### src/rtl/vga_timing_pkg.sv
// ---------------------------------------------------------------------------
// vga_pkg
// Shared definitions for the VGA raster timing generator and its consumers.
//   - Default 800x600 @ 72 Hz timing (50 MHz pixel rate) and derived totals
//   - Coordinate widths for the horizontal and vertical counters
//   - vga_pix_t: the {disp_enbl, h_coord, v_coord} bundle used by the
//     colour stage
// ---------------------------------------------------------------------------
package vga_pkg;

  localparam int DEF_H_ACTIVE = 800;
  localparam int DEF_H_FP     = 56;
  localparam int DEF_H_SYNC   = 120;
  localparam int DEF_H_BP     = 64;

  localparam int DEF_V_ACTIVE = 600;
  localparam int DEF_V_FP     = 37;
  localparam int DEF_V_SYNC   = 6;
  localparam int DEF_V_BP     = 23;

  localparam int DEF_H_TOTAL = DEF_H_ACTIVE + DEF_H_FP + DEF_H_SYNC + DEF_H_BP;
  localparam int DEF_V_TOTAL = DEF_V_ACTIVE + DEF_V_FP + DEF_V_SYNC + DEF_V_BP;

  localparam int H_COORD_W = 11;
  localparam int V_COORD_W = 10;

  typedef struct packed {
    logic                 disp_enbl;
    logic [H_COORD_W-1:0] h_coord;
    logic [V_COORD_W-1:0] v_coord;
  } vga_pix_t;

endpackage

### src/rtl/vga_timing_if.sv
// ---------------------------------------------------------------------------
// vga_timing_if
// Bundle between the raster timing generator and the colour stage.
//   i_pix_en      : pixel-rate enable into the generator
//   o_h_coord     : horizontal pixel counter
//   o_v_coord     : vertical line counter
//   o_disp_enbl   : visible-area flag
//   o_hsync       : horizontal sync
//   o_vsync       : vertical sync
//   o_frame_start : one-pixel pulse at (0,0)
//   o_frame_cnt   : frame counter (only with VGA_TIMING_FRAME_CNT_EN)
// Modports: master = timing generator, slave = consumer / pixel-rate source.
// ---------------------------------------------------------------------------
interface vga_timing_if;
  import vga_pkg::*;

  logic                 i_pix_en;
  logic [H_COORD_W-1:0] o_h_coord;
  logic [V_COORD_W-1:0] o_v_coord;
  logic                 o_disp_enbl;
  logic                 o_hsync;
  logic                 o_vsync;
  logic                 o_frame_start;
`ifdef VGA_TIMING_FRAME_CNT_EN
  logic [7:0]           o_frame_cnt;
`endif

  modport master (
    input  i_pix_en,
    output o_h_coord, o_v_coord, o_disp_enbl, o_hsync, o_vsync, o_frame_start
`ifdef VGA_TIMING_FRAME_CNT_EN
    , output o_frame_cnt
`endif
  );

  modport slave (
    output i_pix_en,
    input  o_h_coord, o_v_coord, o_disp_enbl, o_hsync, o_vsync, o_frame_start
`ifdef VGA_TIMING_FRAME_CNT_EN
    , input o_frame_cnt
`endif
  );

endinterface

### src/rtl/vga_timing_axis_cnt.sv
// ---------------------------------------------------------------------------
// vga_axis_cnt
// One raster axis: a modulo-TOTAL counter with enable, plus decode of the
// visible and sync windows. Decode is taken from the value the counter is
// about to load so the parent can register it on the same edge as the count.
//   i_clk, i_rst   : clock, asynchronous active-high reset
//   i_en           : advance by one on this edge
//   o_cnt          : current count (resets to TOTAL-1)
//   o_wrap         : current count is TOTAL-1
//   o_nxt_active   : next count is inside [0, ACTIVE)
//   o_nxt_sync     : next count is inside [SYNC_START, SYNC_END)
//   o_nxt_zero     : next count is 0
// ---------------------------------------------------------------------------
module vga_axis_cnt #(
  parameter int WIDTH      = 11,
  parameter int TOTAL      = 1040,
  parameter int ACTIVE     = 800,
  parameter int SYNC_START = 856,
  parameter int SYNC_END   = 976
) (
  input  logic             i_clk,
  input  logic             i_rst,
  input  logic             i_en,
  output logic [WIDTH-1:0] o_cnt,
  output logic             o_wrap,
  output logic             o_nxt_active,
  output logic             o_nxt_sync,
  output logic             o_nxt_zero
);

  localparam logic [WIDTH-1:0] LAST = WIDTH'(TOTAL - 1);
  localparam logic [WIDTH-1:0] ACT  = WIDTH'(ACTIVE);
  localparam logic [WIDTH-1:0] SS   = WIDTH'(SYNC_START);
  localparam logic [WIDTH-1:0] SE   = WIDTH'(SYNC_END);

  logic [WIDTH-1:0] r_cnt;
  logic [WIDTH-1:0] w_nxt;

  always_comb begin
    w_nxt = r_cnt;
    if (i_en) begin
      w_nxt = (r_cnt == LAST) ? '0 : r_cnt + 1'b1;
    end
  end

  // Reset parks the axis on its last position so the first enable lands on 0.
  always_ff @(posedge i_clk or posedge i_rst) begin
    if (i_rst) begin
      r_cnt <= LAST;
    end else begin
      r_cnt <= w_nxt;
    end
  end

  assign o_cnt        = r_cnt;
  assign o_wrap       = (r_cnt == LAST);
  assign o_nxt_active = (w_nxt < ACT);
  assign o_nxt_sync   = (w_nxt >= SS) && (w_nxt < SE);
  assign o_nxt_zero   = (w_nxt == '0);

endmodule

### src/rtl/vga_timing.sv
// ---------------------------------------------------------------------------
// vga_timing
// Raster timing generator for the VGA output path. Every output is a flop
// loaded on the same edge, so coordinates, display enable and syncs are
// mutually aligned.
//   i_clk, i_rst : clock, asynchronous active-high reset
//   vif (master) : i_pix_en in; o_h_coord, o_v_coord, o_disp_enbl, o_hsync,
//                  o_vsync, o_frame_start (and o_frame_cnt) out
// Optional feature macro: VGA_TIMING_FRAME_CNT_EN adds the 8-bit o_frame_cnt.
// ---------------------------------------------------------------------------
module vga_timing
  import vga_pkg::*;
#(
  parameter int H_ACTIVE   = DEF_H_ACTIVE,
  parameter int H_FP       = DEF_H_FP,
  parameter int H_SYNC     = DEF_H_SYNC,
  parameter int H_BP       = DEF_H_BP,
  parameter int V_ACTIVE   = DEF_V_ACTIVE,
  parameter int V_FP       = DEF_V_FP,
  parameter int V_SYNC     = DEF_V_SYNC,
  parameter int V_BP       = DEF_V_BP,
  parameter bit H_SYNC_POL = 1'b1,
  parameter bit V_SYNC_POL = 1'b1
) (
  input  logic         i_clk,
  input  logic         i_rst,
  vga_timing_if.master vif
);

  localparam int H_TOTAL = H_ACTIVE + H_FP + H_SYNC + H_BP;
  localparam int V_TOTAL = V_ACTIVE + V_FP + V_SYNC + V_BP;

  logic                 w_h_wrap;
  logic                 w_h_nxt_active;
  logic                 w_h_nxt_sync;
  logic                 w_h_nxt_zero;
  logic                 w_v_wrap;
  logic                 w_v_nxt_active;
  logic                 w_v_nxt_sync;
  logic                 w_v_nxt_zero;
  logic                 w_v_en;
  logic [H_COORD_W-1:0] w_h_cnt;
  logic [V_COORD_W-1:0] w_v_cnt;

  logic r_disp_enbl;
  logic r_hsync;
  logic r_vsync;
  logic r_frame_start;

  vga_axis_cnt #(
    .WIDTH      (H_COORD_W),
    .TOTAL      (H_TOTAL),
    .ACTIVE     (H_ACTIVE),
    .SYNC_START (H_ACTIVE + H_FP),
    .SYNC_END   (H_ACTIVE + H_FP + H_SYNC)
  ) u_h_axis (
    .i_clk        (i_clk),
    .i_rst        (i_rst),
    .i_en         (vif.i_pix_en),
    .o_cnt        (w_h_cnt),
    .o_wrap       (w_h_wrap),
    .o_nxt_active (w_h_nxt_active),
    .o_nxt_sync   (w_h_nxt_sync),
    .o_nxt_zero   (w_h_nxt_zero)
  );

  // The line counter only steps on the pixel edge that wraps the line.
  assign w_v_en = vif.i_pix_en && w_h_wrap;

  vga_axis_cnt #(
    .WIDTH      (V_COORD_W),
    .TOTAL      (V_TOTAL),
    .ACTIVE     (V_ACTIVE),
    .SYNC_START (V_ACTIVE + V_FP),
    .SYNC_END   (V_ACTIVE + V_FP + V_SYNC)
  ) u_v_axis (
    .i_clk        (i_clk),
    .i_rst        (i_rst),
    .i_en         (w_v_en),
    .o_cnt        (w_v_cnt),
    .o_wrap       (w_v_wrap),
    .o_nxt_active (w_v_nxt_active),
    .o_nxt_sync   (w_v_nxt_sync),
    .o_nxt_zero   (w_v_nxt_zero)
  );

  // Decodes come from next-state counts, so these flops line up with the
  // coordinate flops. With i_pix_en low the next state equals the current
  // state and every flop reloads its own value.
  always_ff @(posedge i_clk or posedge i_rst) begin
    if (i_rst) begin
      r_disp_enbl   <= 1'b0;
      r_hsync       <= ~H_SYNC_POL;
      r_vsync       <= ~V_SYNC_POL;
      r_frame_start <= 1'b0;
    end else begin
      r_disp_enbl   <= w_h_nxt_active && w_v_nxt_active;
      r_hsync       <= w_h_nxt_sync ? H_SYNC_POL : ~H_SYNC_POL;
      r_vsync       <= w_v_nxt_sync ? V_SYNC_POL : ~V_SYNC_POL;
      r_frame_start <= w_h_nxt_zero && w_v_nxt_zero;
    end
  end

`ifdef VGA_TIMING_FRAME_CNT_EN
  logic [7:0] r_frame_cnt;

  // Steps on the enabled edge leaving the last pixel, i.e. the edge that
  // raises o_frame_start.
  always_ff @(posedge i_clk or posedge i_rst) begin
    if (i_rst) begin
      r_frame_cnt <= 8'd0;
    end else if (vif.i_pix_en && w_h_wrap && w_v_wrap) begin
      r_frame_cnt <= r_frame_cnt + 8'd1;
    end
  end

  assign vif.o_frame_cnt = r_frame_cnt;
`endif

  assign vif.o_h_coord     = w_h_cnt;
  assign vif.o_v_coord     = w_v_cnt;
  assign vif.o_disp_enbl   = r_disp_enbl;
  assign vif.o_hsync       = r_hsync;
  assign vif.o_vsync       = r_vsync;
  assign vif.o_frame_start = r_frame_start;

endmodule
### src/flat_wrapper.sv
// flat-port wrapper written by rule: the top's interface ports become plain ports
module vga_timing_flat import vga_pkg::*;
#(
  parameter int H_ACTIVE   = DEF_H_ACTIVE,
  parameter int H_FP       = DEF_H_FP,
  parameter int H_SYNC     = DEF_H_SYNC,
  parameter int H_BP       = DEF_H_BP,
  parameter int V_ACTIVE   = DEF_V_ACTIVE,
  parameter int V_FP       = DEF_V_FP,
  parameter int V_SYNC     = DEF_V_SYNC,
  parameter int V_BP       = DEF_V_BP,
  parameter bit H_SYNC_POL = 1'b1,
  parameter bit V_SYNC_POL = 1'b1
)
  (i_clk, i_rst, vif_i_pix_en, vif_o_h_coord, vif_o_v_coord, vif_o_disp_enbl, vif_o_hsync, vif_o_vsync, vif_o_frame_start);
  vga_timing_if vif_i ();
  input  logic i_clk;
  input  logic i_rst;
  input wire logic [$bits(vif_i.i_pix_en)-1:0] vif_i_pix_en;
  output wire logic [$bits(vif_i.o_h_coord)-1:0] vif_o_h_coord;
  output wire logic [$bits(vif_i.o_v_coord)-1:0] vif_o_v_coord;
  output wire logic [$bits(vif_i.o_disp_enbl)-1:0] vif_o_disp_enbl;
  output wire logic [$bits(vif_i.o_hsync)-1:0] vif_o_hsync;
  output wire logic [$bits(vif_i.o_vsync)-1:0] vif_o_vsync;
  output wire logic [$bits(vif_i.o_frame_start)-1:0] vif_o_frame_start;
  assign vif_i.i_pix_en = vif_i_pix_en;
  assign vif_o_h_coord = vif_i.o_h_coord;
  assign vif_o_v_coord = vif_i.o_v_coord;
  assign vif_o_disp_enbl = vif_i.o_disp_enbl;
  assign vif_o_hsync = vif_i.o_hsync;
  assign vif_o_vsync = vif_i.o_vsync;
  assign vif_o_frame_start = vif_i.o_frame_start;
  vga_timing #(.H_ACTIVE(H_ACTIVE), .H_FP(H_FP), .H_SYNC(H_SYNC), .H_BP(H_BP), .V_ACTIVE(V_ACTIVE), .V_FP(V_FP), .V_SYNC(V_SYNC), .V_BP(V_BP), .H_SYNC_POL(H_SYNC_POL), .V_SYNC_POL(V_SYNC_POL)) u_core (.i_clk(i_clk), .i_rst(i_rst), .vif(vif_i));
endmodule
### config.mk
export PLATFORM = sky130hd
export DESIGN_NAME = vga_timing_flat
export DESIGN_NICKNAME = d
export VERILOG_FILES = /design/src/rtl/vga_timing_pkg.sv /design/src/rtl/vga_timing_if.sv /design/src/rtl/vga_timing_axis_cnt.sv /design/src/rtl/vga_timing.sv /design/src/flat_wrapper.sv
export SDC_FILE = /design/constraint.sdc
export NUM_CORES = 1
export LEC_CHECK = 0
export CORE_MARGIN = 10
export CORE_UTILIZATION = 52
export CTS_CLUSTER_DIAMETER = 40
export DETAILED_ROUTE_END_ITERATION = 10
export PLACE_DENSITY = 0.8
export SLEW_MARGIN = 20
export SYNTH_ARGS = -nofsm -noshare
export SYNTH_HDL_FRONTEND = slang
export SYNTH_SLANG_ARGS = --single-unit
### constraint.sdc
create_clock -name i_clk -period 2.7 [get_ports i_clk]
set_input_delay 0.27 -clock i_clk [delete_from_list [all_inputs] [get_ports i_clk]]
set_output_delay 0.27 -clock i_clk [all_outputs]
set_load 0.03 [all_outputs]
=== After elaboration in Yosys (flattened, before gate mapping) ===
Index checks and enable logic that the tools add are counted.

* Word-level logic and storage cells: 29
* Output and inout bits: 25
* Bits of input ports: 3
* Bits in registers: 25

* Reductions and logical operators: 7
* Mux-type cells: 6
* Add/subtract/negate cells: 2
* Equality and inequality tests: 2
* Magnitude comparators: 6

{| class="wikitable"
|+ Operators with widths
! kind !! count
|-
| $lt A11 B10 Y1 const B || 2
|-
| $mux W11 || 2
|-
| $lt A10 B10 Y1 const B || 2
|-
| $mux W10 || 2
|-
| $add A11 B1 Y11 const B || 1
|-
| $eq A11 B11 Y1 const B || 1
|-
| $ge A11 B10 Y1 const B || 1
|-
| $logic_not A11 Y1 || 1
|-
| $add A10 B1 Y10 const B || 1
|-
| $eq A10 B10 Y1 const B || 1
|-
| $ge A10 B10 Y1 const B || 1
|-
| $logic_not A10 Y1 || 1
|-
| $logic_and A1 B1 Y1 || 5
|-
| $mux W1 || 2
|}

=== Depth between registers and ports, before layout ===
Gate-level depths: netlist of run 1.

* Depth after elaboration: 6
* Gate-level depth with buffers: 8
* Depth with buffers taken out: 8

=== Cells and area by module ===
From an unflattened synthesis of run 1, not the netlist that was laid out.

* Cell total of the unflattened synthesis: 193
* Area, all modules: 1818.0 um^2

{| class="wikitable"
|+ By module, submodules not included
! module !! cells an instance !! instances !! area an instance (um^2) !! seq. area each (um^2)
|-
| vga_axis_cnt (u_core.u_v_axis) || 96 || 1 || 877.1 || 256.5
|-
| vga_axis_cnt (u_core.u_h_axis) || 89 || 1 || 818.3 || 281.5
|-
| vga_timing || 8 || 1 || 122.6 || 100.1
|}

=== Worst setup path before layout of run 1 ===
Ideal clock, no wire load.

* Kind: reg-to-reg
* Start point: reg u_core.u_h_axis.r_cnt[0] (netlist: u_core.u_h_axis.o_cnt[0])
* End point: reg u_core.r_frame_start (netlist: u_core.vif.o_frame_start)
* Clock period less this slack: 2.339 ns
* Cell stages (with the launch flop): 8
* Data required time: 2.620 ns
* Arrival: 2.259 ns
* Library setup time: 0.080 ns
* Path slack: 0.361 ns
* Path buffers: 0
* Cell sequence: dfstp_2 ha_1 and4_4 and3_2 nand3_1 xnor2_1 or4_4 nor3b_2

* Longest elaborated chain between the ends: 5
* Elaborated cells on any way between the ends: 9
* Classes of those cells: 1 x add/sub; 1 x eq/ne; 3 x mux; 4 x reduce/logical

{| class="wikitable"
|+ RTL lines
! what !! RTL line !! RTL
|-
| start: declaration || vga_timing_axis_cnt.sv:36 || <nowiki>logic [WIDTH-1:0] r_cnt;</nowiki>
|-
| start signal: assignment || vga_timing_axis_cnt.sv:51 || <nowiki>r_cnt <= w_nxt;</nowiki>
|-
| $eq A11 B11 Y1 || vga_timing_axis_cnt.sv:56 || <nowiki>assign o_wrap = (r_cnt == LAST);</nowiki>
|-
| $logic_and A1 B1 Y1 || vga_timing.sv:68 || <nowiki>assign w_v_en = vif.i_pix_en && w_h_wrap;</nowiki>
|-
| $mux W10 || vga_timing_axis_cnt.sv:41 || <nowiki>if (i_en) begin</nowiki>
|-
| via u_core.u_v_axis.w_nxt[5] || vga_timing_axis_cnt.sv:37 || <nowiki>logic [WIDTH-1:0] w_nxt;</nowiki>
|-
| $logic_not A10 Y1 || vga_timing_axis_cnt.sv:59 || <nowiki>assign o_nxt_zero = (w_nxt == '0);</nowiki>
|-
| $logic_and A1 B1 Y1 || vga_timing.sv:100 || <nowiki>r_frame_start <= w_h_nxt_zero && w_v_nxt_zero;</nowiki>
|-
| end signal: assignment || vga_timing.sv:100 ||
|-
| end: declaration || vga_timing.sv:48 || <nowiki>logic r_frame_start;</nowiki>
|}

The timed path passes the listed nets, and every way through them passes these cells.

=== Worst setup path in the final report of run 1 ===
* Start point: reg u_core.u_v_axis.r_cnt[0] (netlist: u_core.u_v_axis.o_cnt[0])
* End point: reg u_core.r_frame_start (netlist: u_core.vif.o_frame_start)

* Longest elaborated chain between the ends: 5
* Elaborated cells on any way between the ends: 6
* Classes of those cells: 1 x add/sub; 1 x eq/ne; 2 x mux; 2 x reduce/logical

{| class="wikitable"
|+ RTL lines
! what !! RTL line !! RTL
|-
| start: declaration || vga_timing_axis_cnt.sv:36 ||
|-
| start signal: assignment || vga_timing_axis_cnt.sv:51 ||
|-
| $add A10 B1 Y10 or $eq A10 B10 Y1 (tied branches) || vga_timing_axis_cnt.sv:42 || <nowiki>w_nxt = (r_cnt == LAST) ? '0 : r_cnt + 1'b1;</nowiki>
|-
| $mux W10 (*) || vga_timing_axis_cnt.sv:42 ||
|-
| $mux W10 (*) || vga_timing_axis_cnt.sv:41 ||
|-
| via u_core.u_v_axis.w_nxt[4] || vga_timing_axis_cnt.sv:37 ||
|-
| $logic_not A10 Y1 (*) || vga_timing_axis_cnt.sv:59 ||
|-
| $logic_and A1 B1 Y1 (*) || vga_timing.sv:100 ||
|}

Mark *: on every way through the listed nets, which the timed path passes. The rest lies on a longest branch.

==> results by group, run 1 <==
STA
  – Setup TNS: 0 ps
  – Final WS setup: 259 ps
  – Slew @ Worst Pin: 912 ps
  – Setup violators final: 0
  – Slew Limit Fails: 0
  – Worst slew margin: 39.1%
  – Fmax: 410 MHz
  – Hold Vio Cnt, Final: 0
  – RSZ-0062 raised after global routing: false
  – Hold_ws: between 400 and 500 ps
  – Clock Skew: 2.48 ps
  – Period utilization: around nine tenths
  – Tmin final: 2440 ps

Layout
  – Most frequent cells in the layout: 27 x clkdlybuf4s50_1, 18 x nand2_1, 15 x dfrtp_1
  – Filler cell count: 230
  – Synth-to-Final Area Change: 19.5%
  – Share of cells above drive strength 1: 17.5%
  – Post-layout util: 65.5%
  – Commonest non-fill, non-tap cell in the layout: clkdlybuf4s50_1
  – Design Area, Final: 1810 um^2
  – Number of diodes: 0
  – Nets: 184
  – Final Non-Filler Cells: around 210

Drt
  – Vias: 1303
  – Routed vias/inst: 6.26
  – Post-route DRC: 0
  – Wirelength per Cell: between 15 and 20 um
  – Initial DRC Count: 85
  – Number of detailed-route iterations in the first pass: 4
  – Final Routed Wirelength: ~3700 um
  – Final ANT Viol Nets: 0

Worst setup path
  – CP Depth: 7
  – CP Launch Type: flip-flop
  – Required time of the critical path: around 3000 ps
  – Buf+Inv Stages, Crit Path: 0
  – CP startpoint: u_core.u_v_axis.o_cnt[0]
  – Crit-path slowest cell: dfstp_2
  – Crit Path Category: reg -> reg
  – Crit path max-delay family: simple AND/OR/NAND/NOR gates
  – Slowest stage delay, CP: 630 ps
  – R2R setup slack: 260 ps
  – Reg2reg end: u_core.vif.o_frame_start
  – Worst reg2reg path depth: 7
  – Max FO, Critical Path: 9
  – Crit path capture type: flip-flop
  – Worst path cell trace: ha_1, and4bb_1, nand4_1, nand2_1, o31ai_2, or4_4, nor3b_2
  – FF-to-FF Start: u_core.u_v_axis.o_cnt[0]
  – Crit path DAT: about 2700 ps

Placement
  – IO Port Bufs: 27
  – GPL Wtd Cong: ~0.92
  – Dpl cells: 204
  – Dpl hpwl: between 2000 and 3000 um
  – Dpl ws: 291 ps
  – Cell Area, Placed: 1780 um^2

Synth
  – Most area-consuming cells after synthesis: dfrtp_1 25%, dfstp_2 17%, xnor2_1 4.6%
  – Number of distinct library cells after synthesis: 51
  – Synth warn: 0
  – Synth top area share: ~25%
  – Mapped Cells: 150
  – Post-Syn Area: 1510 um^2
  – Yosys top cell by area: dfrtp_1
  – Sequential-to-total area share from yosys stat: 42.2%
  – Synthesized area per cell: ~10 um^2
  – Syn Nets: 156
  – EDFF count, synth: 0
  – Top_reg_cell synth: dfrtp_1
  – Synth async-reset ratio: 100%
  – Synthesized flop and latch total: 25

Global route
  – Antenna violations before repair: 0
  – First-pass GRT wire length: between 6000 and 7000 um
  – Vias in the first global route: 1308
  – Total grt overflow: 0
  – GR Util All Layers: 13.7%
  – Pin count of the biggest net entering global routing: 26

Power
  – Worst VDD drop: about 0.0006 V
  – Net Sw Power: 0.448 mW
  – Int Power: 0.679 mW
  – Leakage: 0.723 nW
  – Combinational cell fraction of total power: 37.9%
  – Sequential share of power: 47.8%
  – Switching fraction of total power: 39.8%
  – Pwr dens: slightly above 600 nW/um^2
  – Total power: 1.13 mW
  – Clk pwr share: 14.3%

Clock network
  – CTS tree: built
  – CTS root buf: clkbuf_4
  – Clock buffer depth: 2
  – Resize count post-CTS: 0
  – Clk_lat worst skew: 310 ps
  – Clock sinks: 25
  – Post-CTS Repair Setup Buffers: 0
  – Hold_buf cts: 0
  – Worst-path clk slew: roughly 130 ps
  – CTS HTree Levels: 1
  – Inserted Clock Buffers: 3

Floorplan
  – Placeable Area: 2760 um^2
  – Die area: 5460 um^2
  – Starting Density: 54.8%
  – Die H: about 74 um
  – Die Span X: around 74 um
  – Row count: 19
  – I/O pins: 28

Flow run
  – Number of max-cap violations: 0

Outcome
  – Status: finished clean

Min path
  – Worst hold-check path type: in -> async
## worst register-to-register path, stage by stage (launching register included)
cell and delay, ps:
dfstp_2 630, ha_1 190, and4bb_1 220, nand4_1 250
nand2_1 250, o31ai_2 130, or4_4 540, nor3b_2 170
## layout make-up
| class | count | area, um^2 | area share, % |
|---|---|---|---|
| well taps | 31 | 38.8 | 2.15 |
| clock buffers | 3 | 22.5 | 1.25 |
| multi-input cells | 114 | 802 | 44.4 |
| repair buffers | 28 | 278 | 15.4 |
| flip-flops and latches | 25 | 638 | 35.3 |
| inverters | 6 | 22.5 | 1.25 |
| clock inverters | 1 | 5.00 | 0.277 |
## flip-flops by register name (all words and copies together), names as in the netlist
name	count
u_core.u_h_axis.o_cnt	11
u_core.u_v_axis.o_cnt	10
u_core.vif.o_disp_enbl	1
u_core.vif.o_vsync	1
u_core.vif.o_frame_start	1
u_core.vif.o_hsync	1
## synth_stat cells, drive strengths merged, types with 2 or more instances
master	count
nor3	4
o31ai	2
o22ai	2
nand3b	2
nor2	12
buf	4
nand3	6
and3	4
dfrtp	15
o21ai	4
dfstp	10
and4	3
ha	3
xnor2	8
nand4	8
a21oi	2
a41oi	3
or3	5
a2bb2oi	3
nand2	18
xor2	4
a21o	2
inv	6
## routing by layer
metal,global-route usage (%),routed length [um]
met5,0,0
met4,6.63,104
met2,22.9,1870
met3,4.98,336
met1,15.1,1410
## kinds of logic (layout without fill, tap and decap cells)
group / Yosys count / after routing / share of synthesized area, %
XOR/XNOR: 12 / 12 / 6.95
multiplexers: 1 / 1 / 0.662
adder cells (fa/ha/maj): 3 / 3 / 2.48
AND/OR/NAND/NOR: 71 / 71 / 28.2
flip-flops: 25 / 25 / 42.2
AO/OA/AOI/OAI: 27 / 27 / 14.7
buffers and inverters: 11 / 38 / 4.72
## worst max path at each step
stage / endpoint
finish: u_core.vif.o_frame_start
global placement: u_core.vif.o_frame_start
detailed placement: u_core.vif.o_frame_start
floorplan: u_core.vif.o_frame_start
CTS: u_core.vif.o_frame_start
global route: u_core.vif.o_vsync
## power by group through the flow
stage | Clock (mW) | Sequential, mW | Combinational [mW]
2_1_floorplan | 0 | 0.629 | 0.174
3_3_place_gp | 0 | 0.535 | 0.423
3_5_place_dp | 0 | 0.541 | 0.428
4_1_cts | 0.166 | 0.537 | 0.431
5_1_grt | 0.183 | 0.551 | 0.463
6_report | 0.161 | 0.538 | 0.427
No activity file was read; power rests on OpenSTA's default activity.
==> run 2, diff against run 1 <==
--- a/config.mk
+++ b/config.mk
@@ -7,7 +7,8 @@
 export LEC_CHECK = 0
 export CORE_MARGIN = 10
 export CORE_UTILIZATION = 52
-export CTS_CLUSTER_DIAMETER = 40
+export CTS_CLUSTER_DIAMETER = 200
+export CTS_CLUSTER_SIZE = 28
 export DETAILED_ROUTE_END_ITERATION = 10
 export PLACE_DENSITY = 0.8
 export SLEW_MARGIN = 20
==> results of run 2 <==
Same layout as run 1: the final DEF is identical, and so are final timing and power.
==> run 3, diff against run 2 <==
--- a/config.mk
+++ b/config.mk
@@ -5,6 +5,7 @@
 export SDC_FILE = /design/constraint.sdc
 export NUM_CORES = 1
 export LEC_CHECK = 0
+export CAP_MARGIN = 40
 export CORE_MARGIN = 10
 export CORE_UTILIZATION = 52
 export CTS_CLUSTER_DIAMETER = 200
==> results by group, run 3 (same netlist as run 1, synthesis figures left out) <==
Worst setup path
  – FF-to-FF Start: u_core.u_v_axis.o_cnt[0]
  – Crit Path Category: reg -> reg
  – Max FO, Critical Path: 9 (unchanged)
  – Crit path max-delay family: simple AND/OR/NAND/NOR gates
  – Slowest stage delay, CP: 640 ps (about the same)
  – Worst path cell trace: ha_1, and4bb_1, nand4_1, nand2_1, o31ai_2, or4_4, nor3b_2
  – Required time of the critical path: 2940 ps (about the same)
  – CP startpoint: u_core.u_v_axis.o_cnt[0]
  – Buf+Inv Stages, Crit Path: 0 (unchanged)
  – Crit path capture type: flip-flop
  – Crit-path slowest cell: dfstp_2
  – CP Launch Type: flip-flop
  – Crit path DAT: 2690 ps (about the same)
  – R2R setup slack: 260 ps (about the same)

STA
  – Clock Skew: 3.92 ps (+1.44 ps)
  – Final WS setup: 256 ps (-2.89 ps)
  – Worst slew margin: 67.1% (+28 points)
  – Slew @ Worst Pin: 489 ps (-423 ps)
  – Slew Limit Fails: 0 (unchanged)
  – Setup violators final: 0 (unchanged)
  – Period utilization: 90.5% (+0.11 points)
  – Tmin final: 2440 ps (+2.89 ps)
  – Setup TNS: 0 ps (unchanged)
  – Hold_ws: 236 ps (-203 ps)
  – Fmax: 409 MHz (-0.12%)
  – Hold Vio Cnt, Final: 0 (unchanged)
  – RSZ-0062 raised after global routing: false

Global route
  – Pin count of the biggest net entering global routing: 17 (-35%)
  – First-pass GRT wire length: 6120 um (+1.3%)
  – Antenna violations before repair: 0 (unchanged)
  – Vias in the first global route: 1289 (-1.5%)
  – GR Util All Layers: 14.0% (+0.22 points)
  – Total grt overflow: 0 (unchanged)

Clock network
  – Inserted Clock Buffers: 3 (unchanged)
  – Worst-path clk slew: 130 ps (about the same)
  – CTS HTree Levels: 1 (unchanged)
  – Post-CTS Repair Setup Buffers: 0 (unchanged)
  – Clock sinks: 25 (unchanged)
  – Clock buffer depth: 2 (unchanged)
  – Hold_buf cts: 0 (unchanged)
  – Clk_lat worst skew: 310 ps (about the same)
  – Resize count post-CTS: 0 (unchanged)
  – CTS tree: built
  – CTS root buf: clkbuf_4

Layout
  – Max FFs per register: 11 (unchanged)
  – Number of diodes: 0 (unchanged)
  – Nets: 185 (+0.54%)
  – Reg area: 638 um^2 (unchanged)
  – Filler cell count: 223 (-3.0%)
  – Multi-input gate area: 802 um^2 (unchanged)
  – Final Non-Filler Cells: 209 (+0.48%)
  – Design Area, Final: 1820 um^2 (+0.83%)
  – Commonest non-fill, non-tap cell in the layout: clkdlybuf4s50_1
  – Post-layout util: 66.1% (+0.54 points)
  – Most frequent cells in the layout: 27 x clkdlybuf4s50_1, 18 x nand2_1, 15 x dfrtp_1
  – Share of cells above drive strength 1: 18.0% (+0.46 points)
  – Synth-to-Final Area Change: 20.5%

Placement
  – Dpl hpwl: 2960 um (+2.7%)
  – IO Port Bufs: 27 (unchanged)
  – Dpl ws: 298 ps (+6.67 ps)
  – Dpl cells: 205 (+0.49%)
  – Cell Area, Placed: 1790 um^2 (+0.84%)
  – GPL Wtd Cong: 0.923 (unchanged)

Drt
  – Number of detailed-route iterations in the first pass: 4 (unchanged)
  – Final ANT Viol Nets: 0 (unchanged)
  – Final Routed Wirelength: 3760 um (+1.2%)
  – Post-route DRC: 0 (unchanged)
  – Routed vias/inst: 6.35 (+1.4%)
  – Wirelength per Cell: 18.0 um (+0.73%)
  – Initial DRC Count: 156 (+84%)
  – Vias: 1328 (+1.9%)

Min path
  – Worst hold-check path type: in -> async

Power
  – Net Sw Power: 0.449 mW (+0.24%)
  – Leakage: 0.730 nW (+1.0%)
  – Int Power: 0.681 mW (+0.32%)
  – Worst VDD drop: 0.000614 V (+2.4%)
  – Switching fraction of total power: 39.7% (about the same)
  – Combinational cell fraction of total power: 38.0% (about the same)
  – Sequential share of power: 47.6% (-0.2 points)
  – Pwr dens: 620 nW/um^2 (-0.54%)
  – Total power: 1.13 mW (+0.29%)
  – Clk pwr share: 14.3% (about the same)

Floorplan
  – Placeable Area: 2760 um^2 (unchanged)
  – I/O pins: 28 (unchanged)
  – Die area: 5460 um^2 (unchanged)
  – Die Span X: 73.9 um (unchanged)
  – Row count: 19 (unchanged)
  – Starting Density: 54.8% (unchanged)
  – Die H: 73.9 um (unchanged)

Outcome
  – Status: finished clean

Flow run
  – Number of max-cap violations: 0 (unchanged)
[run 3: routing by layer]
layer,up-vias,part of all wire (%),global-route usage [%]
met1,639,37,15.9
met5,-,0,0
li1,613,-,-
met3,8,10,4.17
met2,68,51,23.7
met4,0,1.7,5.80
[run 3: power groups by stage]
stage / clock network, mW / registers (mW) / logic, mW
after CTS: 0.166 / 0.537 / 0.435
after detailed placement: 0 / 0.542 / 0.432
after global placement: 0 / 0.535 / 0.423
after global routing: 0.181 / 0.550 / 0.462
final: 0.162 / 0.538 / 0.430
after floorplan: 0 / 0.629 / 0.174
[run 3: area by class of cell]
| class | count | area share, % |
|---|---|---|
| clock buffers | 3 | 1.24 |
| clock inverters | 1 | 0.275 |
| inverters | 6 | 1.24 |
| multi-input cells | 114 | 44.0 |
| flip-flops and latches | 25 | 35.0 |
| well taps | 31 | 2.13 |
| repair buffers | 29 | 16.1 |
[run 3: worst paths after layout]
path / endpoint / cells past startpoint
max in group asynchronous: u_core.u_h_axis.o_cnt[0] / 3
max reg2reg: u_core.vif.o_frame_start / 7
min in group i_clk: u_core.u_v_axis.o_cnt[3] / 2
max: u_core.vif.o_frame_start / 7
min: u_core.u_v_axis.o_cnt[5] / 2
min reg2reg: u_core.u_v_axis.o_cnt[3] / 2
